$ cat src/rtl/led_chaser_pkg.sv
// Shared definitions for the LED chaser family (left-to-right and right-to-left).
// Holds the FSM state type, the mode encodings, the LED bank width and a pattern helper.
package led_chaser_pkg;

  typedef enum logic [1:0] {
    IDLE  = 2'd0,
    RUN   = 2'd1,
    FLASH = 2'd2
  } chase_state_t;

  localparam logic [1:0] MODE_DOT  = 2'b00;
  localparam logic [1:0] MODE_FILL = 2'b01;

  localparam int LED_W = 8;

  // FILL builds (2 << pos) - 1 one bit wider than the bank so pos = 7 yields all ones.
  function automatic logic [LED_W-1:0] chase_pattern(input logic fill, input logic [2:0] pos);
    logic [LED_W:0] wide;
    if (fill) wide = ((LED_W+1)'(2) << pos) - (LED_W+1)'(1);
    else      wide = (LED_W+1)'(1) << pos;
    return wide[LED_W-1:0];
  endfunction

endpackage

$ cat src/rtl/step_divider.sv
// Prescaler producing one tick every CLK_DIV cycles while run is high.
// clr restarts the count so a new frame always lasts the full CLK_DIV cycles.
module step_divider #(
  parameter int CLK_DIV = 50_000_000
) (
  input  logic clk,
  input  logic reset,
  input  logic clr,
  input  logic run,
  output logic tick
);

  localparam int CNT_W = (CLK_DIV > 1) ? $clog2(CLK_DIV) : 1;
  localparam logic [CNT_W-1:0] LAST = CNT_W'(CLK_DIV - 1);

  logic [CNT_W-1:0] count;

  assign tick = run && (count == LAST);

  always_ff @(posedge clk) begin
    if (reset || clr) begin
      count <= '0;
    end else if (run) begin
      if (count == LAST) count <= '0;
      else               count <= count + 1'b1;
    end
  end

endmodule

$ cat src/rtl/led_right_to_left.sv
// Right-to-left LED chaser: sweeps a dot or fill pattern from bit 0 to bit 7,
// then shows a one-step flash frame before the next sweep.
module led_right_to_left
  import led_chaser_pkg::*;
#(
  parameter int CLK_DIV = 50_000_000
) (
  input  logic             clk,
  input  logic             reset,
  input  logic             en,
  input  logic [1:0]       mode,
  output logic [LED_W-1:0] LED8,
  output logic             step,
  output logic             wrap
);

  chase_state_t     state, state_n;
  logic [2:0]       pos, pos_n;
  logic             cur_mode, cur_mode_n;
  logic [LED_W-1:0] led_n;
  logic             step_n, wrap_n;
  logic             tick;
  logic             div_clr;
  logic             div_run;

  // Divider is held at zero outside a sweep so the first frame gets a full step.
  assign div_run = (state != IDLE);
  assign div_clr = (state == IDLE) || !en;

  step_divider #(
    .CLK_DIV(CLK_DIV)
  ) u_div (
    .clk  (clk),
    .reset(reset),
    .clr  (div_clr),
    .run  (div_run),
    .tick (tick)
  );

  always_comb begin
    state_n    = state;
    pos_n      = pos;
    cur_mode_n = cur_mode;
    led_n      = LED8;
    step_n     = 1'b0;
    wrap_n     = 1'b0;
    unique case (state)
      IDLE: begin
        led_n = '0;
        if (en) begin
          state_n    = RUN;
          pos_n      = 3'd0;
          cur_mode_n = (mode == MODE_FILL);
          led_n      = chase_pattern(cur_mode_n, 3'd0);
        end
      end
      RUN: begin
        if (!en) begin
          state_n = IDLE;
          pos_n   = 3'd0;
          led_n   = '0;
        end else if (tick) begin
          step_n = 1'b1;
          if (pos == 3'd7) begin
            state_n = FLASH;
            wrap_n  = 1'b1;
            led_n   = cur_mode ? {LED_W{1'b0}} : {LED_W{1'b1}};
          end else begin
            pos_n = pos + 3'd1;
            led_n = chase_pattern(cur_mode, pos_n);
          end
        end
      end
      FLASH: begin
        if (!en) begin
          state_n = IDLE;
          pos_n   = 3'd0;
          led_n   = '0;
        end else if (tick) begin
          // Mode is only sampled as a new sweep starts, so mid-sweep changes stay invisible.
          step_n     = 1'b1;
          state_n    = RUN;
          pos_n      = 3'd0;
          cur_mode_n = (mode == MODE_FILL);
          led_n      = chase_pattern(cur_mode_n, 3'd0);
        end
      end
      default: begin
        state_n = IDLE;
        pos_n   = 3'd0;
        led_n   = '0;
      end
    endcase
  end

  always_ff @(posedge clk) begin
    if (reset) begin
      state    <= IDLE;
      pos      <= 3'd0;
      cur_mode <= 1'b0;
      LED8     <= '0;
      step     <= 1'b0;
      wrap     <= 1'b0;
    end else begin
      state    <= state_n;
      pos      <= pos_n;
      cur_mode <= cur_mode_n;
      LED8     <= led_n;
      step     <= step_n;
      wrap     <= wrap_n;
    end
  end

endmodule
$ cat config.mk
export PLATFORM = sky130hd
export DESIGN_NAME = led_right_to_left
export DESIGN_NICKNAME = d
export VERILOG_FILES = /design/src/rtl/led_chaser_pkg.sv /design/src/rtl/step_divider.sv /design/src/rtl/led_right_to_left.sv
export SDC_FILE = /design/constraint.sdc
export NUM_CORES = 1
export LEC_CHECK = 0
export BUFFER_PORTS_ARGS = -buffer_cell sky130_fd_sc_hd__clkbuf_2
export CORE_UTILIZATION = 50
export CTS_CLUSTER_SIZE = 40
export DETAILED_ROUTE_END_ITERATION = 8
export PLACE_DENSITY = 0.75
export SETUP_SLACK_MARGIN = 0.15
export SKIP_LAST_GASP = 1
export SLEW_MARGIN = 20
export SYNTH_ARGS = -nofsm -noshare
export SYNTH_HDL_FRONTEND = slang
export SYNTH_HIERARCHICAL = 1
export SYNTH_SLANG_ARGS = --single-unit
$ cat constraint.sdc
create_clock -name clk -period 4 [get_ports clk]
set_clock_uncertainty 0.05 [all_clocks]
set_input_delay 0.2 -clock clk [delete_from_list [all_inputs] [get_ports clk]]
set_output_delay 0.2 -clock clk [all_outputs]
set_load 0.05 [all_outputs]
[After elaboration in Yosys (flattened, before gate mapping)]
Index checks and enable logic that the tools add are counted.
Storage, ports and cells
  bits in registers: 42
  input bits: 5
  logic and storage cells: 72
Cells by class
  add/sub/neg operators: 3
  eq/ne operators: 12
  shifts and indexed selects: 2
  muxes and demuxes: 30
  bitwise operators: 4
  reductions and logical operators: 14
Operators with widths (number)
  8-bit two-way mux: 7
  26-bit by 1-bit adder with 26-bit output (second input constant): 1
  26-bit equality test (second input constant): 1
  26-bit two-way mux: 1
  8-bit one-hot mux with 3 select lines: 1
  3-bit two-way mux: 6
  2-bit two-way mux: 6
  3-bit != test (second input constant): 4
  4-bit AND reduction: 3
  3-bit one-hot mux with 3 select lines: 1
  1-bit by 3-bit << shifter with 8-bit output (first input constant): 1
  2-bit by 3-bit << shifter with 8-bit output (first input constant): 1
  8-bit by 2-bit subtractor with 8-bit output (second input constant): 1
  1-bit two-way mux: 6
  2-bit != test (second input constant): 3
  2-bit one-hot mux with 3 select lines: 1
  2-bit by 1-bit equality test with 1-bit output (second input constant): 2
  1-bit NOT: 4
  2-bit nonzero test: 2
  4-bit OR reduction: 1
  3-bit by 1-bit adder with 3-bit output (second input constant): 1
  3-bit equality test (second input constant): 1
  3-bit OR reduction: 1
  2-bit equality test (second input constant): 1
  7 further kinds: 8

[Depth between registers and ports, before layout]
Gate-level depths: netlist of run 1.
  depth in word-level cells: 8
  gate-level depth with buffers: 12

[Modules after synthesis]
Netlist of run 1, hierarchy kept.
By module, submodules not included
  step_divider: times used 1, cells an instance 161, area an instance 1338.8 um2, seq. area each 520.5 um2
  led_right_to_left: times used 1, cells an instance 119, area an instance 1056.0 um2, seq. area each 320.3 um2

[Worst setup path before layout of run 1]
No wires, ideal clock.
  path type: reg2reg
  from: register state[0]
  to: register LED8[0]
  arrival time: 2.725 ns
  data required time: 3.876 ns
  slack: 1.151 ns
  cell stages (with the launch flop): 13
  buffers on the path: 2
  clock period less this slack: 2.849 ns
  cells stage by stage: dfxtp_1 -> inv_1 -> ha_1 -> inv_1 -> buf_4 -> and4_2 -> clkbuf_1 -> nand4_1 -> nor3_1 -> o21bai_1 -> nor2_2 -> or4_1 -> a31oi_1
Between the ends
  cells in the longest elaborated chain, start to end: 4
RTL lines
  from (decl): line led_right_to_left.sv:17  | chase_state_t state, state_n;
  from (signal assigned): line led_right_to_left.sv:105  | state <= state_n;
  2-bit nonzero test *: line led_right_to_left.sv:27  | assign div_run = (state != IDLE);
  via div_run: line led_right_to_left.sv:24  | logic div_run;
  1-bit logical AND *: line step_divider.sv:18  | assign tick = run && (count == LAST);
  via tick: line led_right_to_left.sv:22  | logic tick;
  3-bit != test (no source line)
  2-bit AND reduction (no source line) *
  to (signal assigned): line led_right_to_left.sv:108  | LED8 <= led_n;
  to (decl): line led_right_to_left.sv:12  | output logic [LED_W-1:0] LED8,
Mark *: on every way through the listed nets, which the timed path passes. The rest lies on a longest branch.
A chain may end at the register's enable or synchronous reset.

[Final worst setup path of run 1]
  from: register state[0]
  to: register LED8[7]
The elaborated chain is that of the path after synthesis.

==> metrics.csv, run 1 <==
metric,value,unit
place_inst,333,
endpoint_kind,register,
ant_nets,0,
antenna_found_initial,0,
die_area,5070,sq um
ys.flop_type,dfxtp_1,
worstSetupPathType,reg -> reg,
cts_resized,0,
grtUsageTotal,20.9,%
routed_wl,4790,microns
fin_setup_tns,0,ns
detail_route.wl_per_cell,14.0,microns
finalWeightedCongestion,0.853,
fin_crit_sh,77.5,%
synthCells,280,
cts_sinks,42,
yosysTopAreaCell,dfxtp_1,
irDropWorstVdd,0.266,mV
clockPowerShare,40.4,%
arrival,3.26,ns
fmax,0.323,GHz
firstDrtPassIters,4,
grt_max_degree,17,
final_common_cell,dfxtp_1,
crit_required,4.16,ns
p_switching,0.170,mW
fin_util,57.7,%
synth_top_area_share,35.1,%
status,finished clean,
hold_viol,0,
synth_area,2390,sq um
grt_first_pass_wirelength,8450,microns
synth_seq_area_share,35.1,%
most-common-layout-cells,"42 x dfxtp_1, 23 x nand2_1, 21 x nor2_1",
ios,15,
stdcell_count,341,
p_leak,0.890,nW
power_frac_seq,54.4,%
worst_pin_slew,0.786,ns
r2r.worst_path.cells,10,
port_buffers,14,
start_kind,register,
finalCriticalPeriod,3.10,ns
vias,2088,
core,4470,sq um
die_w,71.2,microns
synth.distinct_cells,57,
clkTransAtPathRegs,0.08,ns
area_delta_synth_final,7.89,%
cp_max_fo,8,
dieHeight,71.2,microns
dpl_cell_area,2470,sq um
postCtsSetupBuffers,0,
diodes,0,
synthArstFlopShare,0,%
r2r_slack,0.90,ns
critPathCapture,LED8[7]$_SDFFE_PP0P_,
yosys_register_bits,42,
p_int,0.608,mW
switching_share,21.8,%
crit-reg2reg-launch,state[0]$_SDFFE_PP0P_,
grt_overflow,0,
start_util,53.5,%
r2r-end,LED8[7]$_SDFFE_PP0P_,
hold_class,in -> reg,
cts_buffer_depth,2,
yosysWarnings,6,
startpoint,state[0]$_SDFFE_PP0P_,
avgViaCountPerCell,6.12,
slew_headroom,47.3,%
drive_gt1_share,12.8,%
cts.root.buffer_cell,clkbuf_8,
cts_buffers,5,
power_density,301,nW/um^2
h-tree-depth,2,
cts_tree,done,
grt_pass1_vias,1906,
route.detailed.drc,0,
hold_buffers,0,
clock_latency,0.29,ns
synth_area_leaders,"dfxtp_1 35%, ha_1 6.8%, a21oi_1 4.2%, xor2_1 4.0%, nand4_1 3.7%",
cap_violations,0,
drtIter0Drc,138,
synth_nets,298,
rsz0062_at_grt,false,
syn_avg_cell_area,8.55,sq um
layout.nets,306,
std_cell_rows,24,
comb_power_share,5.2,%
synth-edff-count,0,
dp_hpwl,3450,microns
report.final.setup_viol,0,
slew_viol_final,0,
final_area,2580,sq um
## registers in the layout (all words and copies together) (netlist names)
signal / count
u_div/count: 26
LED8: 8
pos: 3
state: 2
cur_mode: 1
step: 1
wrap: 1
## Yosys cell counts (2+ instances only)
| cell | instances |
|---|---|
| inv_1 | 10 |
| nand4_1 | 14 |
| mux2i_1 | 4 |
| and4_1 | 3 |
| nand3_1 | 6 |
| xnor2_1 | 5 |
| nor3b_1 | 2 |
| nor2_1 | 21 |
| or3_1 | 6 |
| xor2_1 | 11 |
| and3_1 | 2 |
| nand2_1 | 23 |
| o31ai_1 | 9 |
| nand3b_1 | 3 |
| and2_1 | 3 |
| or4_1 | 10 |
| nor3_1 | 4 |
| or3_2 | 2 |
| clkbuf_1 | 7 |
| nand2b_1 | 4 |
| a22o_1 | 4 |
| or4b_1 | 2 |
| o21ai_0 | 8 |
| dfxtp_1 | 42 |
| o21bai_1 | 3 |
| ha_1 | 13 |
| buf_2 | 5 |
| nor4_1 | 6 |
| a21oi_1 | 20 |
## per-layer routing
metal  GRT usage [%]  up-vias  routed length [microns]
li1                -     1053                        -
met1            29.0      954                     2410
met3            5.84        8                      261
met5               0        -                        0
met4            7.56        0                       67
met2            30.8       73                     2060
## power groups by stage
stage | sequential, mW | clock [mW] | combinational, mW
2_1_floorplan | 0.434 | 0 | 0.0300
3_3_place_gp | 0.433 | 0 | 0.0396
3_5_place_dp | 0.433 | 0 | 0.0396
4_1_cts | 0.423 | 0.326 | 0.0399
5_1_grt | 0.424 | 0.342 | 0.0443
6_report | 0.423 | 0.315 | 0.0404
## worst min path at each step
stage,start,depth (start not counted),end,slack [ns]
after floorplan,reset,1,u_div/count[6]$_SDFFE_PP0P_,0.23
after global placement,LED8[5]$_SDFFE_PP0P_,2,LED8[5]$_SDFFE_PP0P_,0.39
after detailed placement,LED8[5]$_SDFFE_PP0P_,2,LED8[5]$_SDFFE_PP0P_,0.40
after CTS,mode[1],3,cur_mode$_SDFFE_PP0P_,0.13
after global routing,mode[1],3,cur_mode$_SDFFE_PP0P_,0.15
final,mode[1],3,cur_mode$_SDFFE_PP0P_,0.14
## critical path, cell delays in order (launching register included)
cell,delay (ns)
dfxtp_1,0.36
inv_1,0.08
ha_1,0.26
inv_1,0.23
and4_2,0.35
nand4_1,0.10
nor3_1,0.59
nand2_2,0.16
a2111oi_4,0.47
nand2b_2,0.12
o31ai_1,0.23
## logic make-up (layout without fill, tap and decap cells)
group | Yosys count | after routing | share of synthesized area [%]
flops | 42 | 42 | 35.1
fa+ha+maj | 13 | 13 | 6.79
simple gates | 121 | 121 | 28.8
compound gates | 58 | 58 | 16.9
buf+inv | 25 | 34 | 4.39
mux | 5 | 5 | 2.14
xor+xnor | 16 | 16 | 5.85
## cell type report
cell class | instances | area, sq um
clock buffer | 8 | 110
inverter | 11 | 41.3
multi-input combinational | 213 | 1450
tap | 52 | 65.1
fill | 381 | 1890
timing repair buffer | 15 | 77.6
sequential | 42 | 841
## stage by stage
step / setup slack [ns] / total power [mW] / hold slack (ns)
after floorplan: 1.15 / 0.464 / 0.227
after global placement: 1.02 / 0.473 / 0.387
after detailed placement: 0.958 / 0.473 / 0.399
after CTS: 0.943 / 0.789 / 0.134
after global routing: 0.595 / 0.811 / 0.148
final: 0.900 / 0.779 / 0.142
Note: power is estimated with default switching activity, not from simulation.
==> run 2, diff against run 1 <==
==> constraint.sdc (replaced) <==
create_clock -name clk -period 3.1 [get_ports clk]
set_clock_uncertainty 0.05 [all_clocks]
set_input_delay 0.155 -clock clk [delete_from_list [all_inputs] [get_ports clk]]
set_output_delay 0.155 -clock clk [all_outputs]
set_load 0.05 [all_outputs]
==> metrics.csv, run 2 (same netlist as run 1, synthesis figures left out) <==
metric,value,unit
status,finished clean,
drive_gt1_share,13.1,%
grt_pass1_vias,1847,
detail_route.wl_per_cell,14.2,microns
cts_tree,done,
cp_max_fo,8,
cts.root.buffer_cell,clkbuf_8,
slew_viol_final,0,
h-tree-depth,2,
arrival,2.90,ns
rsz0062_at_grt,false,
finalCriticalPeriod,2.73,ns
grt_first_pass_wirelength,8470,microns
hold_buffers,0,
endpoint_kind,register,
cts_sinks,42,
finalWeightedCongestion,0.894,
top_register,u_div/count,
final_area,2580,sq um
p_int,0.740,mW
start_util,53.5,%
area_delta_synth_final,7.73,%
crit_required,3.27,ns
slew_headroom,58.6,%
worstSetupPathType,reg -> reg,
core,4470,sq um
port_buffers,14,
ios,15,
fin_crit_sh,88.1,%
cts_resized,0,
grt_overflow,0,
routed_wl,4880,microns
cap_violations,0,
final_common_cell,dfxtp_1,
startpoint,state[0]$_SDFFE_PP0P_,
place_inst,335,
std_cell_rows,24,
hold_viol,0,
comb_power_share,5.6,%
clock_latency,0.29,ns
antenna_found_initial,0,
dieHeight,71.2,microns
die_area,5070,sq um
p_leak,0.890,nW
largestRegisters,"u_div/count (26), LED8 (8), pos (3)",
r2r.worst_path.cells,11,
fin_setup_tns,0,ns
cts_buffers,5,
p_switching,0.218,mW
ant_nets,0,
avgViaCountPerCell,6.03,
cts_buffer_depth,2,
grtUsageTotal,21.0,%
fmax,0.366,GHz
start_kind,register,
vias,2068,
power_frac_seq,57.0,%
route.detailed.drc,0,
firstDrtPassIters,4,
report.final.setup_viol,0,
irDropWorstVdd,0.279,mV
whs_path_depth,3,
largest_reg_flops,26,
postCtsSetupBuffers,0,
dpl_cell_area,2490,sq um
clkTransAtPathRegs,0.08,ns
stdcell_count,343,
drtIter0Drc,109,
diodes,0,
grt_max_degree,17,
hold_class,in -> reg,
crit-reg2reg-launch,state[0]$_SDFFE_PP0P_,
power_density,371,nW/um^2
layout.nets,308,
dp_hpwl,3490,microns
hp-start,mode[1],
die_w,71.2,microns
fin_util,57.7,%
switching_share,22.7,%
worst_pin_slew,0.617,ns
clockPowerShare,37.4,%
most-common-layout-cells,"42 x dfxtp_1, 23 x nand2_1, 21 x nor2_1",
[run 2: layout make-up]
| cell class | instances | area, sq um |
|---|---|---|
| Fill cell | 405 | 1890 |
| Timing Repair Buffer | 17 | 92.6 |
| Tap cell | 52 | 65.1 |
| Clock inverter | 1 | 5.00 |
| Sequential cell | 42 | 841 |
| Clock buffer | 7 | 86.3 |
| Multi-Input combinational cell | 213 | 1450 |
| Inverter | 11 | 41.3 |
[run 2: critical path, stage by stage (launching register included)]
cell and delay, ns:
dfxtp_1 0.36, inv_1 0.08, ha_1 0.26, inv_1 0.23
and4_2 0.36, nand4_1 0.11, nor3_1 0.16, buf_4 0.18
o21bai_1 0.15, nor2_2 0.10, or4_1 0.46, a31oi_1 0.17
[run 2: power groups by stage]
stage	combinational (mW)	sequential, mW	clock, mW
6_report	0.0533	0.546	0.358
5_1_grt	0.0584	0.547	0.391
4_1_cts	0.0525	0.546	0.371
3_3_place_gp	0.0519	0.559	0
3_5_place_dp	0.0519	0.559	0
2_1_floorplan	0.0387	0.561	0
[run 2: routing by layer]
metal	wire length (microns)	up-vias	track usage [%]
met2	2140	45	31.3
met1	2530	952	29.9
met4	55	0	6.89
met3	156	6	4.70
met5	0	-	0
li1	-	1065	-
[run 2: final timing paths]
path | slack (ns) | endpoint
max reg2reg | 0.37 | LED8[0]$_SDFFE_PP0P_
max | 0.37 | LED8[0]$_SDFFE_PP0P_
min | 0.10 | cur_mode$_SDFFE_PP0P_
min reg2reg | 0.41 | LED8[7]$_SDFFE_PP0P_
[run 2: through the flow]
step           worst slack (ns)  hold slack (ns)  total power [mW]
4_1_cts                   0.372           0.0891             0.970
2_1_floorplan             0.251            0.182             0.599
3_3_place_gp              0.435            0.387             0.611
5_1_grt                   0.158            0.115             0.996
6_report                  0.370            0.100             0.958
3_5_place_dp              0.390            0.397             0.611
